File: config.mk
export PLATFORM = sky130hd
export DESIGN_NAME = bit_unpack_flat
export DESIGN_NICKNAME = d
export VERILOG_FILES = /design/src/rtl/bit_unpack_if.sv /design/src/rtl/bit_unpack.sv /design/src/flat_wrapper.sv
export SDC_FILE = /design/constraint.sdc
export NUM_CORES = 1
export LEC_CHECK = 0
export ABC_AREA = 1
export BUFFER_PORTS_ARGS = -buffer_cell sky130_fd_sc_hd__buf_2
export CORE_UTILIZATION = 56
export DETAILED_ROUTE_END_ITERATION = 12
export HOLD_SLACK_MARGIN = 0.1
export PLACE_DENSITY_LB_ADDON = 0.15
export SETUP_SLACK_MARGIN = 0.1
export SYNTH_ARGS = -nofsm -noshare
export SYNTH_HDL_FRONTEND = slang
export SYNTH_SLANG_ARGS = --single-unit
File: constraint.sdc
create_clock -name clock -period 3.5 [get_ports clock]
set_clock_uncertainty 0.1 [all_clocks]
set_input_delay 0.7 -clock clock [delete_from_list [all_inputs] [get_ports clock]]
set_output_delay 0.7 -clock clock [all_outputs]
set_load 0.02 [all_outputs]
File: src/rtl/bit_unpack_if.sv
`default_nettype none
// ============================================================================
// Module      : bit_unpack_if
// Description : Handshake bundle for the bit_unpack mask decoder. It carries
//               the mask-in handshake, the index-out handshake and the status
//               strobes.
//                 in_valid / in_ready / in_mask   : mask input handshake
//                 out_valid / out_ready           : index output handshake
//                 out_index / out_last            : decoded index, last flag
//                 done / busy                     : status
//               slave  : the decoder side
//               master : the producer/consumer side that drives the decoder
// Revision    : 1.0 - initial release
// ============================================================================
interface bit_unpack_if #(
    parameter int WIDTH = 32,
    parameter int IDXW  = 5
);
    logic             in_valid;
    logic             in_ready;
    logic [WIDTH-1:0] in_mask;
    logic             out_valid;
    logic             out_ready;
    logic [IDXW-1:0]  out_index;
    logic             out_last;
    logic             done;
    logic             busy;

    modport slave (
        input  in_valid,
        input  in_mask,
        input  out_ready,
        output in_ready,
        output out_valid,
        output out_index,
        output out_last,
        output done,
        output busy
    );

    modport master (
        output in_valid,
        output in_mask,
        output out_ready,
        input  in_ready,
        input  out_valid,
        input  out_index,
        input  out_last,
        input  done,
        input  busy
    );
endinterface
`default_nettype wire

File: src/rtl/bit_unpack.sv
`default_nettype none
// ============================================================================
// Module      : bit_unpack
// Description : Sequential decoder for an OR-merged request/flag vector.
//               Accepts a WIDTH-bit mask and emits the index of each set bit,
//               lowest first, one per output handshake.
// Ports       : clock    - rising-edge clock
//               reset_n  - asynchronous active-low reset
//               bus      - bit_unpack_if.slave
//                          in_valid/in_ready/in_mask : mask input
//                          out_valid/out_ready       : index handshake
//                          out_index/out_last        : lowest remaining bit
//                          done  : one-cycle pulse once a mask is decoded
//                          busy  : high while emitting indices
// Revision    : 1.0 - initial release
// ============================================================================
module bit_unpack #(
    parameter int WIDTH = 32,
    parameter int IDXW  = 5
) (
    input  wire logic       clock,
    input  wire logic       reset_n,
    bit_unpack_if.slave     bus
);

    localparam logic [0:0] S_IDLE = 1'b0;
    localparam logic [0:0] S_EMIT = 1'b1;

    logic [0:0]       r_state;
    logic [WIDTH-1:0] r_rem;
    logic             r_done;

    logic [WIDTH-1:0] w_rem_next;
    logic [IDXW-1:0]  w_index;
    logic             w_accept;
    logic             w_pop;
    logic             w_emit;

    assign w_emit = (r_state == S_EMIT);

    // Clearing the lowest set bit: x & (x-1). When the result is zero the
    // bit being presented is the only one left, which is exactly out_last.
    assign w_rem_next = r_rem & (r_rem - WIDTH'(1));

    // Lowest set bit of the remaining mask. Scanning downward lets the
    // lowest hit win; an all-zero remainder (idle) yields index 0.
    always_comb begin
        w_index = '0;
        for (int i = WIDTH - 1; i >= 0; i--) begin
            if (r_rem[i]) begin
                w_index = IDXW'(i);
            end
        end
    end

    assign w_accept = (r_state == S_IDLE) && bus.in_valid;
    assign w_pop    = w_emit && bus.out_ready;

    always_ff @(posedge clock or negedge reset_n) begin
        if (!reset_n) begin
            r_state <= S_IDLE;
            r_rem   <= '0;
            r_done  <= 1'b0;
        end else begin
            r_done <= 1'b0;
            case (r_state)
                S_IDLE: begin
                    if (w_accept) begin
                        if (bus.in_mask != '0) begin
                            r_rem   <= bus.in_mask;
                            r_state <= S_EMIT;
                        end else begin
                            // Empty mask: nothing to emit, just report done.
                            r_done <= 1'b1;
                        end
                    end
                end
                S_EMIT: begin
                    if (w_pop) begin
                        r_rem <= w_rem_next;
                        if (w_rem_next == '0) begin
                            r_state <= S_IDLE;
                            r_done  <= 1'b1;
                        end
                    end
                end
                default: begin
                    r_state <= S_IDLE;
                end
            endcase
        end
    end

    // in_ready is forced low while reset is held so no mask can be offered
    // into a block that is being cleared.
    assign bus.in_ready  = (r_state == S_IDLE) && reset_n;
    assign bus.out_valid = w_emit;
    assign bus.busy      = w_emit;
    assign bus.out_index = w_index;
    assign bus.out_last  = w_emit && (w_rem_next == '0);
    assign bus.done      = r_done;

endmodule
`default_nettype wire

File: src/flat_wrapper.sv
// flat-port wrapper written by rule: the top's interface ports become plain ports
module bit_unpack_flat 
#(
    parameter int WIDTH = 32,
    parameter int IDXW  = 5
)
  (clock, reset_n, bus_in_valid, bus_in_mask, bus_out_ready, bus_in_ready, bus_out_valid, bus_out_index, bus_out_last, bus_done, bus_busy);
  bit_unpack_if #(.WIDTH(WIDTH), .IDXW(IDXW)) bus_i ();
  input  wire logic clock;
  input  wire logic reset_n;
  input wire logic [$bits(bus_i.in_valid)-1:0] bus_in_valid;
  input wire logic [$bits(bus_i.in_mask)-1:0] bus_in_mask;
  input wire logic [$bits(bus_i.out_ready)-1:0] bus_out_ready;
  output wire logic [$bits(bus_i.in_ready)-1:0] bus_in_ready;
  output wire logic [$bits(bus_i.out_valid)-1:0] bus_out_valid;
  output wire logic [$bits(bus_i.out_index)-1:0] bus_out_index;
  output wire logic [$bits(bus_i.out_last)-1:0] bus_out_last;
  output wire logic [$bits(bus_i.done)-1:0] bus_done;
  output wire logic [$bits(bus_i.busy)-1:0] bus_busy;
  assign bus_i.in_valid = bus_in_valid;
  assign bus_i.in_mask = bus_in_mask;
  assign bus_i.out_ready = bus_out_ready;
  assign bus_in_ready = bus_i.in_ready;
  assign bus_out_valid = bus_i.out_valid;
  assign bus_out_index = bus_i.out_index;
  assign bus_out_last = bus_i.out_last;
  assign bus_done = bus_i.done;
  assign bus_busy = bus_i.busy;
  bit_unpack #(.WIDTH(WIDTH), .IDXW(IDXW)) u_core (.clock(clock), .reset_n(reset_n), .bus(bus_i));
endmodule
==> results of run 1 <==
## cells in the final DEF, fill, tap and decap left out, types with 2 or more instances in the layout
cell type | netlist | layout
dfrtp_1 | 34 | 32
nor2_1 | 37 | 37
nor4_1 | 9 | 9
inv_2 | 6 | 6
o22ai_1 | 5 | 5
a21oi_1 | 11 | 10
buf_4 | 1 | 11
a31oi_1 | 6 | 6
o21ai_1 | 1 | 2
o21ai_0 | 39 | 37
dfrtp_2 | 0 | 2
nor3_1 | 3 | 3
o211ai_1 | 22 | 22
clkbuf_8 | 0 | 6
buf_2 | 0 | 43
nand2_1 | 95 | 95
nor2_4 | 5 | 6
inv_1 | 46 | 45
nand4_1 | 4 | 4
nand3_1 | 5 | 5
## critical path, stage by stage (launching register included)
cell	delay (ps)
dfrtp_1	420
nor2_4	140
inv_2	50
nor2_2	90
inv_2	60
nor2_4	120
inv_2	70
nor2_4	130
inv_4	70
nor2_4	90
inv_2	70
nor2_4	100
inv_2	60
nor3_4	150
nand3_2	120
o21ai_2	170
nand4_1	120
nor3_2	290
buf_4	190
## registers in the layout, indices dropped and copies added, names as in the netlist
| signal | count |
|---|---|
| u_core.r_rem | 32 |
| u_core.bus.busy | 1 |
| u_core.bus.done | 1 |
## cells by family after synthesis
group / Yosys count / share of synthesized area (%)
AOI/OAI and AO/OA: 89 / 22.1
DFF: 34 / 35.7
and+or+nand+nor: 167 / 31.7
buffers and inverters: 66 / 10.5
## power breakdown
group | switching [W] | leakage [nW] | total [W] | internal [W]
Combinational | 0.000601 | 0.946 | 0.000940 | 0.000339
Clock | 0.000148 | 0.0482 | 0.000306 | 0.000159
Sequential | 0.000145 | 0.423 | 0.000669 | 0.000524
## layer usage
| metal | up-vias | track usage, % |
|---|---|---|
| met1 | 1165 | 43.1 |
| met4 | 0 | 7.45 |
| met5 | - | 0 |
| met3 | 5 | 5.24 |
| li1 | 1284 | - |
| met2 | 82 | 47.9 |
## timing repair
item	CTS	global route
setup buffers	5	1
gates resized for setup	5	7
cloned	0	0
pin swaps	3	1
setup endpoints to repair	2	2
hold endpoints to repair	0	0
## per-stage QoR
| step | TNS (ps) | hold WS, ps | cell area, um2 | util (%) | worst slack [ps] |
|---|---|---|---|---|---|
| floorplan | 0 | 304 | 2390 | - | 495 |
| finish | -108 | 347 | 2820 | 69.5 | -108 |
| detailed placement | 0 | 475 | 2650 | 65.4 | 157 |
| CTS | -119 | 360 | 2790 | 68.7 | -119 |
| global route | -572 | 391 | 2820 | 69.5 | -306 |
| global placement | 0 | 451 | 2650 | 65.4 | 293 |
## how the worst min path moves through the flow
stage / endpoint / slack (ps) / cells past startpoint
floorplan: u_core.bus.busy$_DFF_PN0_ / 300 / 0
global placement: u_core.r_rem[0]$_DFFE_PN0P_ / 450 / 2
detailed placement: u_core.r_rem[13]$_DFFE_PN0P_ / 470 / 2
CTS: u_core.r_rem[24]$_DFFE_PN0P_ / 360 / 2
global route: u_core.r_rem[26]$_DFFE_PN0P_ / 390 / 2
finish: u_core.r_rem[24]$_DFFE_PN0P_ / 350 / 2
## final cells by class
| class | instances | area [um2] | share of cell area [%] |
|---|---|---|---|
| clock buffer | 7 | 86.3 | 3.06 |
| clock inverter | 1 | 5.00 | 0.178 |
| inverter | 53 | 201 | 7.15 |
| multi-input combinational | 256 | 1300 | 46.2 |
| sequential | 34 | 853 | 30.3 |
| tap | 50 | 62.6 | 2.22 |
| timing repair buffer | 55 | 309 | 11.0 |
==> results.md, run 1 <==
* Outcome: finished, violations left
* Failing checks: negative setup slack
* Critical Setup Path Class: register to output pin
* Total global routing track utilization at 30.5%
* HP Class: primary input to asynchronous set/reset pin
* Post-DP HPWL at around 4700 um
* Detail Route met3 WL at 406 um
* Crit-path max FO at 5
* DP Cell Count at 442
* H-Tree Depth at 2
* Most common cell in the synthesized netlist: nand2_1
* Final min period at 3610 ps
* Final std cells w/o fill at 456
* Register-to-Register Path Depth at 21
* Cell count after synthesis at 356
* Port-buffer cells at 45
* Clock sink count at 34
* Num CTS Buffers at 5
* CP endpoint: bus_out_last
* DRT met1 WL at 3010 um
* Seq/Total Area, Yosys at 35.7%
* CP arrival at 2810 ps
* Pwr dens at 680 mW/mm2
* DRT iter0 DRCs at 219
* Avg WL per Cell at 13.9 um
* Final worst slack at -108 ps
* Least-Margin Pin Slew at 518 ps
* Final Total Pwr at 0.00192 W
* Count of final max-slew check failures at 0
* Metal2 WL at 2850 um
* Worst Path Required at 2700 ps
* Number of global-route vias before repair at 2289
* Antenna violations before repair at 0
* RSZ-0062 raised after global routing: yes
* Synth top area share at a little over a third
* Overflow after GRT at 0
* Avg Inst Size Synth at 6.70 um2
* Yosys reg bits at 34
* 1st-pass router iterations at 4
* Top post-synthesis cells by count: 95 x nand2_1, 46 x inv_1, 39 x o21ai_0
* Share of cells above drive strength 1 at 20.9%
* First-pass GRT wire length at 10300 um
* GPL Wtd Cong at 0.932
* Root buffer cell: clkbuf_8
* RR Endpoint: u_core.bus.busy$_DFF_PN0_
* Remaining antenna violation count after routing at 0
* Tcrit/Tclk final at 103%
* Top cells by area, synth: dfrtp_1 36%, nand2_1 15%, o21ai_0 8.2%
* Largest net degree at the start of global routing at 43
* Area Growth Syn to Fin at 18.1%
* Worst Setup SP: u_core.r_rem[1]$_DFFE_PN0P_
* N_diodes at 0
* Syn_nets at between 300 and 400
* Top Metal Used: met4
* Skew-Pair Late Insertion Delay at between 200 and 300 ps
* DRC viols at 0
* Max cap viols at 0
* Reg clk slew, reported paths at roughly 70 ps
* Die area at 0.00453 mm2
* Startpoint Class: register
* Die Ht at 67.3 um
* Reg2Reg Launch Point: u_core.r_rem[1]$_DFFE_PN0P_
* VDD IR max at 327 uV
* Synth Cell Area at 0.00239 mm2
* Setup violators final at 1
* Via Count at 2536
* Largest area contributor in the netlist: dfrtp_1
* Core area at 0.00406 mm2
* Crit path capture type: output pin
* Clock tree buffer depth at 2
* Row count at 23
* I/O Pins at 46
* Vias per cell at 5.56
* Async S/R FF share, synth at 100%
* Leak pwr at 1.42 nW
* Detailed Route WL at 6320 um
* Die X at 67.3 um
* Total Nets Final at 441
* Layout fillers at 354
* Hold_buf cts at 0
* Flop-to-flop setup slack at ~650 ps
* Initial Utilization at 58.8%
* CTS tree: built
* Max Fclk at 0.277 GHz
* Rel. slew slack at 65.5%
* YS warnings at 0
* Final Hold Viols at 0
* EDFF count, synth at 0
* Primary FF master, synth: dfrtp_1
* Synth unique cells at 32
Note: power is estimated with default switching activity, not from simulation.
==> inputs of run 2 (changes only) <==
CORE_MARGIN = 2   (was not set)
==> results.md, run 2 (same netlist as run 1, synthesis figures left out) <==
* CP arrival at 2800 ps (about the same)
* Root buffer cell: clkbuf_8
* Port-buffer cells at 45 (unchanged)
* Sequential cell area at 853 um2 (unchanged)
* Commonest non-fill, non-tap cell in the layout: nand2_1
* Outcome: finished, violations left
* Vias per cell at 5.61 (+0.81%)
* Crit-path most repeated cell: nor2_4
* Core area at 0.00406 mm2 (unchanged)
* VDD IR max at 360 uV (+10%)
* Max cap viols at 0 (unchanged)
* Num CTS Buffers at 5 (unchanged)
* Reg2Reg Launch Point: u_core.r_rem[1]$_DFFE_PN0P_
* Clock tree buffer depth at 2 (unchanged)
* Die Ht at 69.3 um (+3.0%)
* Total global routing track utilization at 27.2% (-3.3 points)
* Antenna violations before repair at 0 (unchanged)
* DRC viols at 0 (unchanged)
* Via Count at 2551 (+0.59%)
* Crit-path max FO at 5 (unchanged)
* DRT iter0 DRCs at 225 (+2.7%)
* Crit path capture type: output pin
* Critical Setup Path Class: register to output pin
* Initial Utilization at 58.8% (unchanged)
* Setup violators final at 1 (unchanged)
* N_diodes at 0 (unchanged)
* Final Hold Viols at 0 (unchanged)
* Multi-input gate area at 0.00130 mm2 (-0.19%)
* Final worst slack at -101 ps (+6.96 ps)
* HP Class: primary input to asynchronous set/reset pin
* Slowest cell on crit path: dfrtp_1
* Least-Margin Pin Slew at 462 ps (-55.6 ps)
* Tcrit/Tclk final at 103% (-0.20 points)
* Rel. slew slack at 68.9% (+3.4 points)
* Met3 Track Usage GR at 5.09% (-0.15 points)
* Detailed Route WL at 6260 um (-0.97%)
* Worst Path Required at 2700 ps (about the same)
* Setup slack at placement at 159 ps (+1.59 ps)
* First-pass GRT wire length at 10600 um (+3.1%)
* CTS tree: built
* Register-to-Register Path Depth at 22 (+4.8%)
* Most frequent cells in the layout: 95 x nand2_1, 45 x inv_1, 43 x buf_2
* Share of cells above drive strength 1 at 20.2% (-0.69 points)
* Met1 Usage GRT at 41.1% (-1.9 points)
* Cells along the critical path: nor2_2 -> inv_2 -> nor2_4 -> inv_2 -> nor2_4 -> inv_2 -> nor2_4 -> inv_4 -> nor2_4 -> inv_4 -> nor2_4 -> inv_2 -> nor3_4 -> nand3_2 -> o21ai_2 -> nand4_1 -> nor3_4 -> buf_6
* GPL Wtd Cong at 0.888 (-4.8%)
* H-Tree Depth at 2 (unchanged)
* Skew-Pair Late Insertion Delay at 290 ps (about the same)
* Pwr dens at 676 mW/mm2 (-0.46%)
* Startpoint Class: register
* Die area at 0.00480 mm2 (+6.0%)
* Post-DP HPWL at 4710 um (-0.78%)
* Layout fillers at 367 (+3.7%)
* I/O Pins at 46 (unchanged)
* Clock sink count at 34 (unchanged)
* Row count at 23 (unchanged)
* CP peak stage delay at 410 ps (about the same)
* Number of global-route vias before repair at 2307 (+0.79%)
* Avg WL per Cell at 13.8 um (-0.75%)
* Final Total Pwr at 0.00190 W (-0.73%)
* Largest Register: u_core.r_rem
* Failing checks: negative setup slack
* Area Growth Syn to Fin at 17.8%
* Total Nets Final at 440 (-0.23%)
* Layer with the highest usage: met1
* Die X at 69.3 um (+3.0%)
* Remaining antenna violation count after routing at 0 (unchanged)
* Max Fclk at 0.278 GHz (+0.19%)
* Count of final max-slew check failures at 0 (unchanged)
* Worst Setup SP: u_core.r_rem[1]$_DFFE_PN0P_
* Met2 GRT Util at 39.4% (-8.5 points)
* 1st-pass router iterations at 4 (unchanged)
* Largest register FFs at 32 (unchanged)
* Reg clk slew, reported paths at 70 ps (about the same)
* Final min period at 3600 ps (-6.96 ps)
* Largest net degree at the start of global routing at 45 (+4.7%)
* Overflow after GRT at 0 (unchanged)
* RSZ-0062 raised after global routing: yes
* Leak pwr at 1.42 nW (about the same)
## run 2: cell types whose count changed in the layout (fill, tap and decap cells not counted), sizes merged
| cell | previous run | this run |
|---|---|---|
| buf | 55 | 54 |
## run 2: timing repair
item                       CTS  global route
hold buffers                 0             0
buffers inserted             3             1
cloned                       0             0
pin swaps                    3             2
resized for setup            5             7
setup endpoints to repair    2             2
## run 2: through the flow
stage               instance area (um2)  utilization [%]  instances  hold slack [ps]  setup TNS [ps]
floorplan                          2390                -        356              304               0
global placement                   2660             65.6        443              454               0
detailed placement                 2660             65.6        443              460               0
CTS                                2780             68.5        454              368            -132
global route                       2810             69.3        455              401            -602
finish                             2810             69.3        455              352            -101
## run 2: layout make-up
type / count / area share, %
Sequential cell: 34 / 30.4
Timing Repair Buffer: 54 / 10.7
Tap cell: 50 / 2.23
Clock buffer: 7 / 3.07
Clock inverter: 1 / 0.178
Inverter: 53 / 7.25
Multi-Input combinational cell: 256 / 46.2
## run 2: layer usage
metal,share of wire (%),vias up
met3,6.2,11
met5,0,-
li1,-,1283
met1,49,1170
met2,43,87
met4,1.6,0
## run 2: worst paths after layout
path	end	slack, ps
max in group asynchronous	u_core.bus.busy$_DFF_PN0_	2600
max	bus_out_last	-100
min reg2reg	u_core.r_rem[0]$_DFFE_PN0P_	470
min in group clock	u_core.r_rem[0]$_DFFE_PN0P_	470
max reg2reg	u_core.bus.busy$_DFF_PN0_	530
min	u_core.r_rem[24]$_DFFE_PN0P_	350
## run 2: power breakdown
group / switching, W / internal [W]
combinational: 0.000604 / 0.000326
sequential: 0.000144 / 0.000525
clock: 0.000145 / 0.000159
total: 0.000893 / 0.00101
## run 2: worst max-delay path, delay by kind of cell, from the launching register on
family                 cells  cell delay [ps]
flip-flops                 1              410
AO/OA/AOI/OAI              1              180
buffers and inverters      7              520
AND/OR/NAND/NOR           10             1390
